### src/rtl/feeder_pkg.sv
// feeder_pkg: shared definitions for the operand_feeder edge streamer.
//   - DEF_DATA_WIDTH / DEF_DEPTH : default operand width and buffer depth
//   - IDLE..DONE                 : FSM state encoding (3 bits)
//   - state_t                    : enum over that encoding, used by the FSM
package feeder_pkg;

  localparam int DEF_DATA_WIDTH = 32;
  localparam int DEF_DEPTH      = 8;

  localparam logic [2:0] IDLE = 3'd0;
  localparam logic [2:0] SEND = 3'd1;
  localparam logic [2:0] HOLD = 3'd2;
  localparam logic [2:0] FIN  = 3'd3;
  localparam logic [2:0] DONE = 3'd4;

  typedef enum logic [2:0] {
    ST_IDLE = IDLE,
    ST_SEND = SEND,
    ST_HOLD = HOLD,
    ST_FIN  = FIN,
    ST_DONE = DONE
  } state_t;

endpackage

### src/rtl/feeder_buf.sv
// feeder_buf: DEPTH x DATA_WIDTH register-file operand buffer.
//   clk   : write clock (rising edge)
//   we    : write enable
//   waddr : write address
//   wdata : write data
//   raddr : asynchronous read address
//   rdata : asynchronous read data (mem[raddr])
// Contents are not reset; readers gate rdata with their own valid state.
module feeder_buf #(
  parameter int DATA_WIDTH = 32,
  parameter int DEPTH      = 8,
  parameter int AW         = 3
) (
  input  logic                  clk,
  input  logic                  we,
  input  logic [AW-1:0]         waddr,
  input  logic [DATA_WIDTH-1:0] wdata,
  input  logic [AW-1:0]         raddr,
  output logic [DATA_WIDTH-1:0] rdata
);

  logic [DATA_WIDTH-1:0] mem [DEPTH];

  always_ff @(posedge clk) begin
    if (we) begin
      mem[waddr] <= wdata;
    end
  end

  assign rdata = mem[raddr];

endmodule

### src/rtl/operand_feeder.sv
// operand_feeder: buffers up to DEPTH operands and streams them one at a time
// to a MAC PE input port, then raises an end-of-stream marker.
//
// Optional feature macro: FEEDER_REPLAY_EN
//   defined   : DONE keeps count/buffer so a later start replays the operands;
//               extra input clr (sampled in IDLE only) empties the buffer.
//   undefined : DONE empties the buffer; no clr port.
//
// Ports:
//   clk, rst        : clock, synchronous active-high reset
//   ld_valid/ld_data/ld_ready : load port, accepted when ld_valid && ld_ready
//   start           : single-cycle stream request (honoured in IDLE only)
//   busy            : stream in progress (state != IDLE)
//   done            : one-cycle pulse when a stream completes
//   out_data        : operand offered to the PE (0 when not streaming)
//   out_waiting     : out_data is offered this cycle
//   out_finished    : end-of-stream marker
//   out_ready       : PE ready to accept
//   clr             : (FEEDER_REPLAY_EN only) clear buffered operands
//   dbg_state       : current FSM state
//
// Handshake: an operand transfers in a cycle with out_waiting && out_ready,
// after which the PE gets one HOLD cycle (waiting low, data still stable) to
// accumulate. End-of-stream completes in a cycle with out_finished &&
// out_ready. Every output decodes registered state only, so out_ready never
// reaches an output combinationally.
module operand_feeder
  import feeder_pkg::*;
#(
  parameter int DATA_WIDTH = DEF_DATA_WIDTH,
  parameter int DEPTH      = DEF_DEPTH
) (
  input  logic                  clk,
  input  logic                  rst,
  input  logic                  ld_valid,
  input  logic [DATA_WIDTH-1:0] ld_data,
  output logic                  ld_ready,
  input  logic                  start,
  output logic                  busy,
  output logic                  done,
  output logic [DATA_WIDTH-1:0] out_data,
  output logic                  out_waiting,
  output logic                  out_finished,
  input  logic                  out_ready,
`ifdef FEEDER_REPLAY_EN
  input  logic                  clr,
`endif
  output logic [2:0]            dbg_state
);

  localparam int AW = (DEPTH > 1) ? $clog2(DEPTH) : 1;
  localparam int CW = $clog2(DEPTH + 1);
  localparam logic [CW-1:0] DEPTH_C = CW'(DEPTH);

  state_t                state_q, state_d;
  logic [CW-1:0]         count_q, count_d;
  logic [AW-1:0]         rd_ptr_q, rd_ptr_d;
  logic [CW-1:0]         base_count;
  logic                  load;
  logic [DATA_WIDTH-1:0] rdata;

  feeder_buf #(
    .DATA_WIDTH (DATA_WIDTH),
    .DEPTH      (DEPTH),
    .AW         (AW)
  ) u_buf (
    .clk   (clk),
    .we    (load),
    .waddr (base_count[AW-1:0]),
    .wdata (ld_data),
    .raddr (rd_ptr_q),
    .rdata (rdata)
  );

  assign ld_ready     = (state_q == ST_IDLE) && (count_q < DEPTH_C);
  assign load         = ld_valid && ld_ready;
  assign busy         = (state_q != ST_IDLE);
  assign done         = (state_q == ST_DONE);
  assign out_waiting  = (state_q == ST_SEND);
  assign out_finished = (state_q == ST_FIN);
  assign out_data     = ((state_q == ST_SEND) || (state_q == ST_HOLD)) ? rdata : '0;
  assign dbg_state    = state_q;

  always_comb begin
    state_d    = state_q;
    rd_ptr_d   = rd_ptr_q;
    base_count = count_q;
`ifdef FEEDER_REPLAY_EN
    // clr empties the buffer first so a same-cycle load lands in entry 0.
    if ((state_q == ST_IDLE) && clr) begin
      base_count = '0;
    end
`endif
    count_d = load ? (base_count + CW'(1)) : base_count;

    case (state_q)
      ST_IDLE: begin
        // count_d already includes a same-cycle load, so that entry streams too.
        if (start) begin
          if (count_d != '0) begin
            state_d  = ST_SEND;
            rd_ptr_d = '0;
          end else begin
            state_d = ST_FIN;
          end
        end
      end
      ST_SEND: begin
        if (out_ready) begin
          state_d = ST_HOLD;
        end
      end
      ST_HOLD: begin
        if (CW'(rd_ptr_q) == (count_q - CW'(1))) begin
          state_d = ST_FIN;
        end else begin
          rd_ptr_d = rd_ptr_q + AW'(1);
          state_d  = ST_SEND;
        end
      end
      ST_FIN: begin
        if (out_ready) begin
          state_d = ST_DONE;
        end
      end
      ST_DONE: begin
        state_d = ST_IDLE;
`ifndef FEEDER_REPLAY_EN
        count_d = '0;
`endif
      end
      default: begin
        state_d = ST_IDLE;
      end
    endcase
  end

  always_ff @(posedge clk) begin
    if (rst) begin
      state_q  <= ST_IDLE;
      count_q  <= '0;
      rd_ptr_q <= '0;
    end else begin
      state_q  <= state_d;
      count_q  <= count_d;
      rd_ptr_q <= rd_ptr_d;
    end
  end

endmodule

### config.mk
export PLATFORM = sky130hd
export DESIGN_NAME = operand_feeder
export DESIGN_NICKNAME = d
export VERILOG_FILES = /design/src/rtl/feeder_pkg.sv /design/src/rtl/feeder_buf.sv /design/src/rtl/operand_feeder.sv
export SDC_FILE = /design/constraint.sdc
export NUM_CORES = 1
export LEC_CHECK = 0
export CAP_MARGIN = 0
export CORE_ASPECT_RATIO = 1.2
export CORE_MARGIN = 2
export CORE_UTILIZATION = 55
export CTS_BUF_LIST = sky130_fd_sc_hd__clkbuf_4
export DETAILED_ROUTE_END_ITERATION = 7
export DONT_BUFFER_PORTS = 1
export PLACE_DENSITY = 0.8
export SLEW_MARGIN = 10
export SYNTH_ARGS = -nofsm -noshare
export SYNTH_HDL_FRONTEND = slang
export SYNTH_SLANG_ARGS = --single-unit
### constraint.sdc
create_clock -name clk -period 7.05 [get_ports clk]
set_input_delay 0.3525 -clock clk [delete_from_list [all_inputs] [get_ports clk]]
set_output_delay 0.3525 -clock clk [all_outputs]
set_load 0.01 [all_outputs]
==> results.sh, run 1 <==
export IMPL_worst_endpoint_arrival_ns=3.04
export IMPL_worstPathRequired_ns=6.70
export IMPL_total_of_cells_resized_after_clock_tree_synthesis=0
export IMPL_yosysWarnings=0
export IMPL_i_o_pin_count=77
export IMPL_h_tree_depth=3
export IMPL_detail_route_wirelength_met1_um=7630
export IMPL_wl_final_um=19900
export IMPL_mean_area_per_synthesized_cell_um2=21.0
export IMPL_timing_worst_slew_pin_value_ns=1.21
export IMPL_finalMaxSlewViolations=0
export IMPL_floorplan_die_width_um=130
export IMPL_cells_after_synthesis=499
export IMPL_drt_pass1_iter_count=5
export IMPL_min_delay_path_class="input pin to flip-flop"
export IMPL_cell_leakage_power_nw=3.74
export IMPL_met2_length_um=10600
export IMPL_synth_net_count=539
export IMPL_cts_tree="built"
export IMPL_antenna_found_initial=1
export IMPL_synthToLayoutAreaGrowth_pct=14.2
export IMPL_setup_worst_path_end_class="output pin"
export IMPL_finalHoldViolations=0
export IMPL_overall_routing_resource_usage_pct=20.7
export IMPL_synth_seq_cells=269
export IMPL_overflow=0
export IMPL_max_slew_margin_vs_limit_pct=19.1
export IMPL_layout_drive_gt1_share_pct=30.6
export IMPL_port_buffers=0
export IMPL_post_route_drc_count=0
export IMPL_antenna_violating_nets_remaining=0
export IMPL_synth_flop_cell="edfxtp_1"
export IMPL_dr_wl_met3_um=1410
export IMPL_clock_root_buffer="clkbuf_4"
export IMPL_worst_ir_drop_vdd_uv=135
export IMPL_edff_count_synth=256
export IMPL_setup_repair_after_global_routing_missed_its_margin="false"
export IMPL_vias_per_cell=5.89
export IMPL_dp_final_hpwl_um=10900
export IMPL_clk_transition_reported_paths_ns=0.06
export IMPL_grt_first_pass_wirelength_um=30900
export IMPL_dr_first_iter_drc_count=384
export IMPL_route_vias_total=5212
export IMPL_die_area_um2=20100
export IMPL_post_cts_buffers=0
export IMPL_critical_path_max_fanout=36
export IMPL_clockBufferDepth=3
export IMPL_synth_top_area_cell="edfxtp_1"
export IMPL_clock_fmax_ghz=0.295
export IMPL_criticalPathCategory="flip-flop to output pin"
export IMPL_starting_density_of_the_core_pct=55.7
export IMPL_clock_latency_ns=0.68
export IMPL_synth_cell_area_um2=10500
export IMPL_row_count=55
export IMPL_grt_pass1_vias=5633
export IMPL_postSynth_asyncResetShare_pct=0
export IMPL_max_cap_violations=0
export IMPL_setup_violations_final=0
export IMPL_finalSetupTns_ns=0
export IMPL_timing_final_crit_share_pct=48.1
export IMPL_result_of_the_run="complete, no violations"
export IMPL_category_of_the_worst_setup_path_launch_point="flip-flop"
export IMPL_post_synth_top_area_fraction_pct=73.5
export IMPL_synthTopCellsByArea="edfxtp_1, mux4_2, mux2i_1"
export IMPL_placeableCoreArea_um2=18800
export IMPL_yosysSeqAreaShare_pct=76.0
export IMPL_routed_wire_length_per_instance_um=22.5
export IMPL_period_minus_slack_ns=3.39
export IMPL_cts_num_sinks=269
export IMPL_final_net_count=629
export IMPL_fin_skew_ns=0.0428
export IMPL_dr_max_layer_used="met4"
export IMPL_cts_buf_count=66
export IMPL_grt_start_max_net_pins=65
export IMPL_die_y_um=155
export IMPL_gp_congestion=0.744
export IMPL_pwr_density_cell_nw_per_um2=274
export IMPL_synth_cell_types=41
export IMPL_final_hold_worst_slack_ns=0.0508
[routing by layer]
metal  track usage, %  vias to the layer above
li1                 -                     2273
met1             25.8                     2709
met2             34.6                      197
met3             6.19                       33
met4             7.48                        0
met5                0                        -
[power breakdown]
| part | internal (mW) | switching [mW] |
|---|---|---|
| Clock | 0.629 | 0.570 |
| Sequential | 1.80 | 0.0260 |
| Combinational | 0.0969 | 0.151 |
| Total | 2.53 | 0.747 |
[worst max-delay path: stages (launching register included)]
cell	delay, ns
dfxtp_4	0.72
buf_4	0.69
mux4_2	0.60
mux2i_1	0.23
nor2_1	0.12
[per-stage QoR]
stage	setup WS, ns	util, %	area, um^2	instances	total power, mW
after global placement	4.20	57.6	10800	741	2.07
after CTS	3.55	63.6	11900	884	3.30
after floorplan	2.28	-	10500	499	2.02
after detailed placement	4.17	57.6	10800	741	2.08
final	3.66	63.6	11900	885	3.27
after global routing	3.42	63.6	11900	885	3.40
[state kept, by name (all words and copies together) (netlist names), named ones only]
| register | flops |
|---|---|
| base_count | 4 |
| dbg_state | 3 |
| rd_ptr_q | 3 |
| u_buf.mem | 256 |
[cells in the mapped netlist (2+ instances only)]
library cell,count
edfxtp_1,256
mux4_2,64
nor2_1,41
mux2i_1,32
dfxtp_1,13
buf_2,10
clkbuf_1,9
nand2_1,7
buf_1,5
inv_1,5
nor3_1,5
o21ai_0,5
nor3b_1,4
xor2_1,4
a21oi_1,3
ha_1,3
nand3_1,3
xnor2_1,3
a31o_1,2
nand3b_1,2
o21a_1,2
o31ai_1,2
[final timing paths]
path	startpoint	to	slack, ns	cells past startpoint
setup / recovery	flip-flop	out_data[31]	3.66	4
hold / removal	start	dbg_state[0]	0.05	2
setup reg to reg	dbg_state[1]	u_buf.mem[7][14]	4.21	3
hold reg to reg	rd_ptr_q[2]	flip-flop	0.55	2
[layout by cell type, fill, tap and decap left out, drive strengths merged, types with 5 or more instances in the layout]
cell | Yosys | final
edfxtp | 256 | 256
dlygate4sd3 | 0 | 36
mux2i | 32 | 32
nand2 | 7 | 7
nor3 | 6 | 6
buf | 16 | 11
dfxtp | 13 | 13
clkinv | 0 | 12
nor2 | 42 | 42
inv | 5 | 8
o21ai | 5 | 5
mux4 | 64 | 64
clkbuf | 9 | 91
[final cells by class]
cell class              instances  area (um^2)
diodes                          1         2.50
flip-flops and latches        269         7950
fillers                      1241         6840
clock buffers                  91          683
repair buffers                 47          443
inverters                       5         18.8
multi-input cells             200         2440
well taps                     256          320
clock inverters                16         86.3
[cell families (layout without fill, tap and decap cells)]
logic type / Yosys count / count (layout) / synth area share, %
flops: 269 / 269 / 76.0
mux: 96 / 96 / 16.8
simple gates: 76 / 76 / 3.77
buf+inv: 30 / 159 / 1.27
compound gates: 18 / 18 / 1.20
xor+xnor: 7 / 7 / 0.586
fa+ha+maj: 3 / 3 / 0.359
other cells: 0 / 1 / 0
[what timing repair did]
item | CTS | global route
hold buffers | 36 | 0
setup endpoints to repair | 0 | 0
endpoints found under the hold margin | 265 | 0
Power figures use the tool's default switching activity.
==> inputs of run 2 (changes only) <==
--- a/config.mk
+++ b/config.mk
@@ -12,7 +12,7 @@
 export CTS_BUF_LIST = sky130_fd_sc_hd__clkbuf_4
 export DETAILED_ROUTE_END_ITERATION = 7
 export DONT_BUFFER_PORTS = 1
-export PLACE_DENSITY = 0.8
+export PLACE_DENSITY = 0.83
 export SLEW_MARGIN = 10
 export SYNTH_ARGS = -nofsm -noshare
 export SYNTH_HDL_FRONTEND = slang
==> constraint.sdc (replaced) <==
create_clock -name clk -period 2.89 [get_ports clk]
set_input_delay 0.1445 -clock clk [delete_from_list [all_inputs] [get_ports clk]]
set_output_delay 0.1445 -clock clk [all_outputs]
set_load 0.01 [all_outputs]
==> run 2 against run 1 <==
  * Flip-flop and latch count unchanged
  * Total power rose by 140%
  * Die area did not move
  * Count of clock-buffer cells in the layout fell by 1
  * Critical path type unchanged
  * Highest routed layer unchanged
==> results.sh, run 2 (synthesis gave the netlist of run 1 again) <==
export IMPL_result_of_the_run="complete, no violations"
export IMPL_period_minus_slack_ns=2.68
export IMPL_h_tree_depth=2
export IMPL_cts_tree="built"
export IMPL_path_buf_inv=1
export IMPL_share_seq_of_total_power_pct=55.7
export IMPL_timing_critical_path_cells="nor3b_1 -> a21oi_4 -> buf_4 -> nor2_1"
export IMPL_wl_final_um=20200
export IMPL_starting_density_of_the_core_pct=55.7
export IMPL_row_count=55
export IMPL_net_switching_power_mw=1.84
export IMPL_critical_path_max_stage_delay_ns=0.69
export IMPL_clockBufferDepth=3
export IMPL_crit_family="simple AND/OR/NAND/NOR gates"
export IMPL_clk_transition_reported_paths_ns=0.07
export IMPL_timing_reg2reg_worst_path_depth=8
export IMPL_post_route_drc_count=0
export IMPL_critPathSlowestCell="nor3b_1"
export IMPL_max_cap_violations=0
export IMPL_route_vias_total=5186
export IMPL_category_of_the_worst_setup_path_launch_point="flip-flop"
export IMPL_timing_hold_worst_start="ld_valid"
export IMPL_worst_endpoint_arrival_ns=2.54
export IMPL_min_delay_path_depth=3
export IMPL_critical_path_max_fanout=32
export IMPL_floorplan_die_width_um=130
export IMPL_grt_pass1_vias=5689
export IMPL_die_area_um2=20100
export IMPL_grt_start_max_net_pins=38
export IMPL_pwr_density_cell_nw_per_um2=658
export IMPL_min_delay_path_class="input pin to flip-flop"
export IMPL_finalSetupTns_ns=0
export IMPL_worst_ir_drop_vdd_uv=397
export IMPL_synthToLayoutAreaGrowth_pct=16.2
export IMPL_post_cts_buffers=0
export IMPL_port_buffers=0
export IMPL_clock_latency_ns=0.66
export IMPL_criticalPathCategory="flip-flop to output pin"
export IMPL_vias_per_cell=5.75
export IMPL_critical_path_reg2reg_startpoint="base_count[0]"
export IMPL_hold_end="base_count[1]"
export IMPL_final_net_count=638
export IMPL_grt_first_pass_wirelength_um=30800
export IMPL_clock_fmax_ghz=0.373
export IMPL_final_hold_worst_slack_ns=0.0633
export IMPL_timing_final_crit_share_pct=92.9
export IMPL_routed_wire_length_per_instance_um=22.4
export IMPL_drt_pass1_iter_count=5
export IMPL_overflow=0
export IMPL_switching_share_pct=23.0
export IMPL_cell_leakage_power_nw=3.83
export IMPL_finalHoldViolations=0
export IMPL_cts_buf_count=61
export IMPL_setup_worst_path_end_class="output pin"
export IMPL_overall_routing_resource_usage_pct=20.6
export IMPL_dr_first_iter_drc_count=473
export IMPL_power_report_internal_total_mw=6.16
export IMPL_mostFrequentLayoutCell="edfxtp_1"
export IMPL_r2r_setup_slack_ns=0.32
export IMPL_max_slew_margin_vs_limit_pct=45.3
export IMPL_r2r_end="dbg_state[1]"
export IMPL_i_o_pin_count=77
export IMPL_power_share_clock_pct=36.4
export IMPL_setup_violations_final=0
export IMPL_antenna_found_initial=2
export IMPL_cts_num_sinks=269
export IMPL_regMostFlops="u_buf.mem"
export IMPL_setup_repair_after_global_routing_missed_its_margin="false"
export IMPL_layout_drive_gt1_share_pct=32.1
export IMPL_placeableCoreArea_um2=18800
export IMPL_dp_final_hpwl_um=11700
export IMPL_timing_worst_slew_pin_value_ns=0.821
export IMPL_power_combinational_fraction_pct=7.9
export IMPL_die_y_um=155
export IMPL_largest_reg_flops=256
export IMPL_antenna_violating_nets_remaining=0
export IMPL_clock_root_buffer="clkbuf_4"
export IMPL_most_common_layout_cells="edfxtp_1, clkbuf_4, mux4_2"
export IMPL_worstPathRequired_ns=2.75
export IMPL_finalMaxSlewViolations=0
export IMPL_fin_skew_ns=0.0194
export IMPL_gp_congestion=0.795
-- run 2: changes by cell type in the layout (fill, tap and decap cells not counted), moves of 3 or more --
cell,before,now
buf_12,0,4
nor3_2,4,1
clkinv_2,0,4
inv_2,3,0
nor3_4,0,3
buf_4,11,20
-- run 2: worst max-delay path by stage --
stage	slack (ns)	cells after the start	start	end
6_report	0.21	4	dbg_state[0]	out_data[0]
5_1_grt	0.004	4	dbg_state[0]	out_data[0]
4_1_cts	0.13	4	dbg_state[0]	out_data[26]
3_5_place_dp	0.51	7	base_count[0]	flip-flop
3_3_place_gp	0.67	5	dbg_state[1]	u_buf.mem[4][21]
2_1_floorplan	-0.14	4	dbg_state[1]	u_buf.mem[4][0]
-- run 2: power groups by stage --
stage / clock, mW / combinational, mW / sequential (mW)
after floorplan: 0 / 0.429 / 4.50
after global placement: 0 / 0.537 / 4.53
after detailed placement: 0 / 0.550 / 4.54
after CTS: 2.97 / 0.640 / 4.45
after global routing: 3.18 / 0.689 / 4.46
final: 2.91 / 0.632 / 4.45
-- run 2: worst min-delay path: stages --
cell     delay, ns
nand2_1       0.29
nand2_1       0.17
a21oi_1       0.06
-- run 2: area by class of cell --
cell class / instances / area [um^2]
diodes: 2 / 5.00
clock buffers: 90 / 676
clock inverters: 19 / 108
fillers: 1210 / 6630
inverters: 5 / 18.8
multi-input cells: 200 / 2470
flip-flops and latches: 269 / 7960
well taps: 256 / 320
repair buffers: 61 / 601
-- run 2: metal layers --
| layer | global-route usage, % | vias to the layer above | routed length [um] |
|---|---|---|---|
| li1 | - | 2285 | - |
| met4 | 9.37 | 0 | 503 |
| met2 | 34.7 | 204 | 10700 |
| met1 | 25.6 | 2662 | 7800 |
| met5 | 0 | - | 0 |
| met3 | 4.54 | 35 | 1180 |
-- run 2: metrics by stage --
stage	worst slack, ns	util (%)	area [um^2]	power [mW]	cells
finish	0.206	64.7	12200	8.00	902
detailed placement	0.510	58.5	11000	5.09	754
CTS	0.133	64.7	12200	8.06	900
global placement	0.668	58.5	11000	5.06	754
floorplan	-0.137	-	10500	4.93	499
global route	0.00382	64.7	12200	8.33	902
-- run 2: timing repair --
item / in CTS / in global routing
hold buffers: 37 / 0
setup endpoints to repair: 0 / 1
gates resized for setup: 0 / 1
endpoints found under the hold margin: 269 / 0
==> inputs of run 3 (changes only) <==
--- a/config.mk
+++ b/config.mk
@@ -9,7 +9,6 @@
 export CORE_ASPECT_RATIO = 1.2
 export CORE_MARGIN = 2
 export CORE_UTILIZATION = 55
-export CTS_BUF_LIST = sky130_fd_sc_hd__clkbuf_4
 export DETAILED_ROUTE_END_ITERATION = 7
 export DONT_BUFFER_PORTS = 1
 export PLACE_DENSITY = 0.83
==> run 3 against run 2 <==
  * Sequential share of layout area about the same
  * Routed wire length shrank 0.22%
  * Largest cell class unchanged
  * Sequential power is essentially flat
  * Combinational power about the same
  * Non-clock buffer count unchanged
  * Utilization barely moved
  * Final cell count decreased by 7.6%
==> results.sh, run 3 (synthesis gave the netlist of run 1 again) <==
export IMPL_result_of_the_run="complete, no violations"
export IMPL_min_delay_path_class="input pin to flip-flop"
export IMPL_pwr_density_cell_nw_per_um2=679
export IMPL_max_cap_violations=0
export IMPL_grt_first_pass_wirelength_um=30800
export IMPL_i_o_pin_count=77
export IMPL_place_detailed_instances=754
export IMPL_mostFrequentLayoutCell="edfxtp_1"
export IMPL_placement_cell_area_um2=11000
export IMPL_setup_worst_path_end_class="output pin"
export IMPL_clk_transition_reported_paths_ns=0.06
export IMPL_row_count=55
export IMPL_finalSetupTns_ns=0
export IMPL_die_area_um2=20100
export IMPL_dpl_worst_slack_ns=0.510
export IMPL_regMostFlops="u_buf.mem"
export IMPL_max_slew_margin_vs_limit_pct=47.3
export IMPL_overflow=0
export IMPL_cts_buf_count=24
export IMPL_synthToLayoutAreaGrowth_pct=16.2
export IMPL_period_minus_slack_ns=2.56
export IMPL_route_vias_total=5057
export IMPL_worst_endpoint_arrival_ns=2.41
export IMPL_routed_wire_length_per_instance_um=24.2
export IMPL_final_net_count=601
export IMPL_num_fill_cells=1156
export IMPL_dr_first_iter_drc_count=525
export IMPL_final_hold_worst_slack_ns=0.147
export IMPL_setup_repair_after_global_routing_missed_its_margin="false"
export IMPL_final_setup_worst_slack_ns=0.334
export IMPL_antenna_violating_nets_remaining=0
export IMPL_cts_num_sinks=269
export IMPL_grt_pass1_vias=5542
export IMPL_setup_violations_final=0
export IMPL_clock_latency_ns=0.51
export IMPL_post_route_drc_count=0
export IMPL_fin_skew_ns=0.00902
export IMPL_wl_final_um=20200
export IMPL_port_buffers=0
export IMPL_cell_leakage_power_nw=3.74
export IMPL_clockBufferDepth=3
export IMPL_criticalPathCategory="flip-flop to output pin"
export IMPL_most_common_layout_cells="edfxtp_1, mux4_2, nor2_1"
export IMPL_worstPathRequired_ns=2.75
export IMPL_category_of_the_worst_setup_path_launch_point="flip-flop"
export IMPL_placeableCoreArea_um2=18800
export IMPL_drt_pass1_iter_count=5
export IMPL_floorplan_die_width_um=130
export IMPL_finalHoldViolations=0
export IMPL_cts_tree="built"
export IMPL_grt_start_max_net_pins=38
export IMPL_clock_fmax_ghz=0.391
export IMPL_layout_drive_gt1_share_pct=25.0
export IMPL_dp_final_hpwl_um=11700
export IMPL_stdcell_count=833
export IMPL_antenna_found_initial=1
export IMPL_timing_worst_slew_pin_value_ns=0.791
export IMPL_worst_ir_drop_vdd_uv=407
export IMPL_finalMaxSlewViolations=0
export IMPL_timing_final_crit_share_pct=88.4
export IMPL_overall_routing_resource_usage_pct=20.4
export IMPL_gp_congestion=0.795
export IMPL_final_design_area_no_fill_um2=12200
export IMPL_post_cts_buffers=0
export IMPL_largest_reg_flops=256
export IMPL_vias_per_cell=6.07
export IMPL_starting_density_of_the_core_pct=55.7
export IMPL_clock_root_buffer="clkbuf_16"
export IMPL_critical_path_max_fanout=32
export IMPL_die_y_um=155
export IMPL_h_tree_depth=1
-- run 3: changes by cell type in the layout (fill, tap and decap cells not counted), sizes merged --
| cell | delta |
|---|---|
| diode | -1 |
| clkbuf | -60 |
| clkinvlp | +1 |
| clkinv | -11 |
| bufinv | +2 |
-- run 3: path summary, 6_finish.rpt --
path | from | endpoint | slack [ns] | cells past startpoint
setup / recovery | dbg_state[0] | out_data[25] | 0.33 | 4
hold / removal | ld_valid | rd_ptr_q[1] | 0.15 | 4
setup reg to reg | base_count[0] | dbg_state[1] | 0.35 | 8
hold reg to reg | rd_ptr_q[2] | flip-flop | 0.55 | 2
-- run 3: per-layer routing --
layer	GRT usage (%)	routed length [um]	part of all wire, %	up-vias
li1	-	-	-	2168
met1	26.0	7650	38	2636
met2	35.6	10800	54	206
met3	3.13	1100	5.5	47
met4	7.83	609	3.0	0
met5	0	0	0	-
-- run 3: report_power, final --
part,internal (mW),switching (mW)
logic,0.252,0.383
registers,4.39,0.0662
clock network,1.85,1.31
total,6.49,1.76
-- run 3: stage by stage --
step | power (mW) | util [%]
after detailed placement | 5.09 | 58.5
after floorplan | 4.93 | -
after CTS | 8.31 | 64.7
after global placement | 5.06 | 58.5
final | 8.25 | 64.7
after global routing | 8.51 | 64.7
-- run 3: worst max-delay path: stages (launching register included) --
cell and delay [ns]:
dfxtp_1 0.60, nor3b_1 0.69, a21oi_4 0.02, buf_4 0.30, nor2_1 0.29
-- run 3: timing repair --
action	4_1_cts	5_1_grt
hold buffers	37	0
endpoints found under the hold margin	268	0
gates resized for setup	0	1
endpoints found under the setup margin	0	1
-- run 3: layout make-up --
cell class | count | area, um^2 | area share [%]
antenna | 1 | 2.50 | 0.0206
clock buffer | 30 | 644 | 5.30
clock inverter | 11 | 136 | 1.12
inverter | 5 | 18.8 | 0.154
multi-input combinational | 200 | 2470 | 20.4
sequential | 269 | 7960 | 65.5
tap | 256 | 320 | 2.64
timing repair buffer | 61 | 601 | 4.94
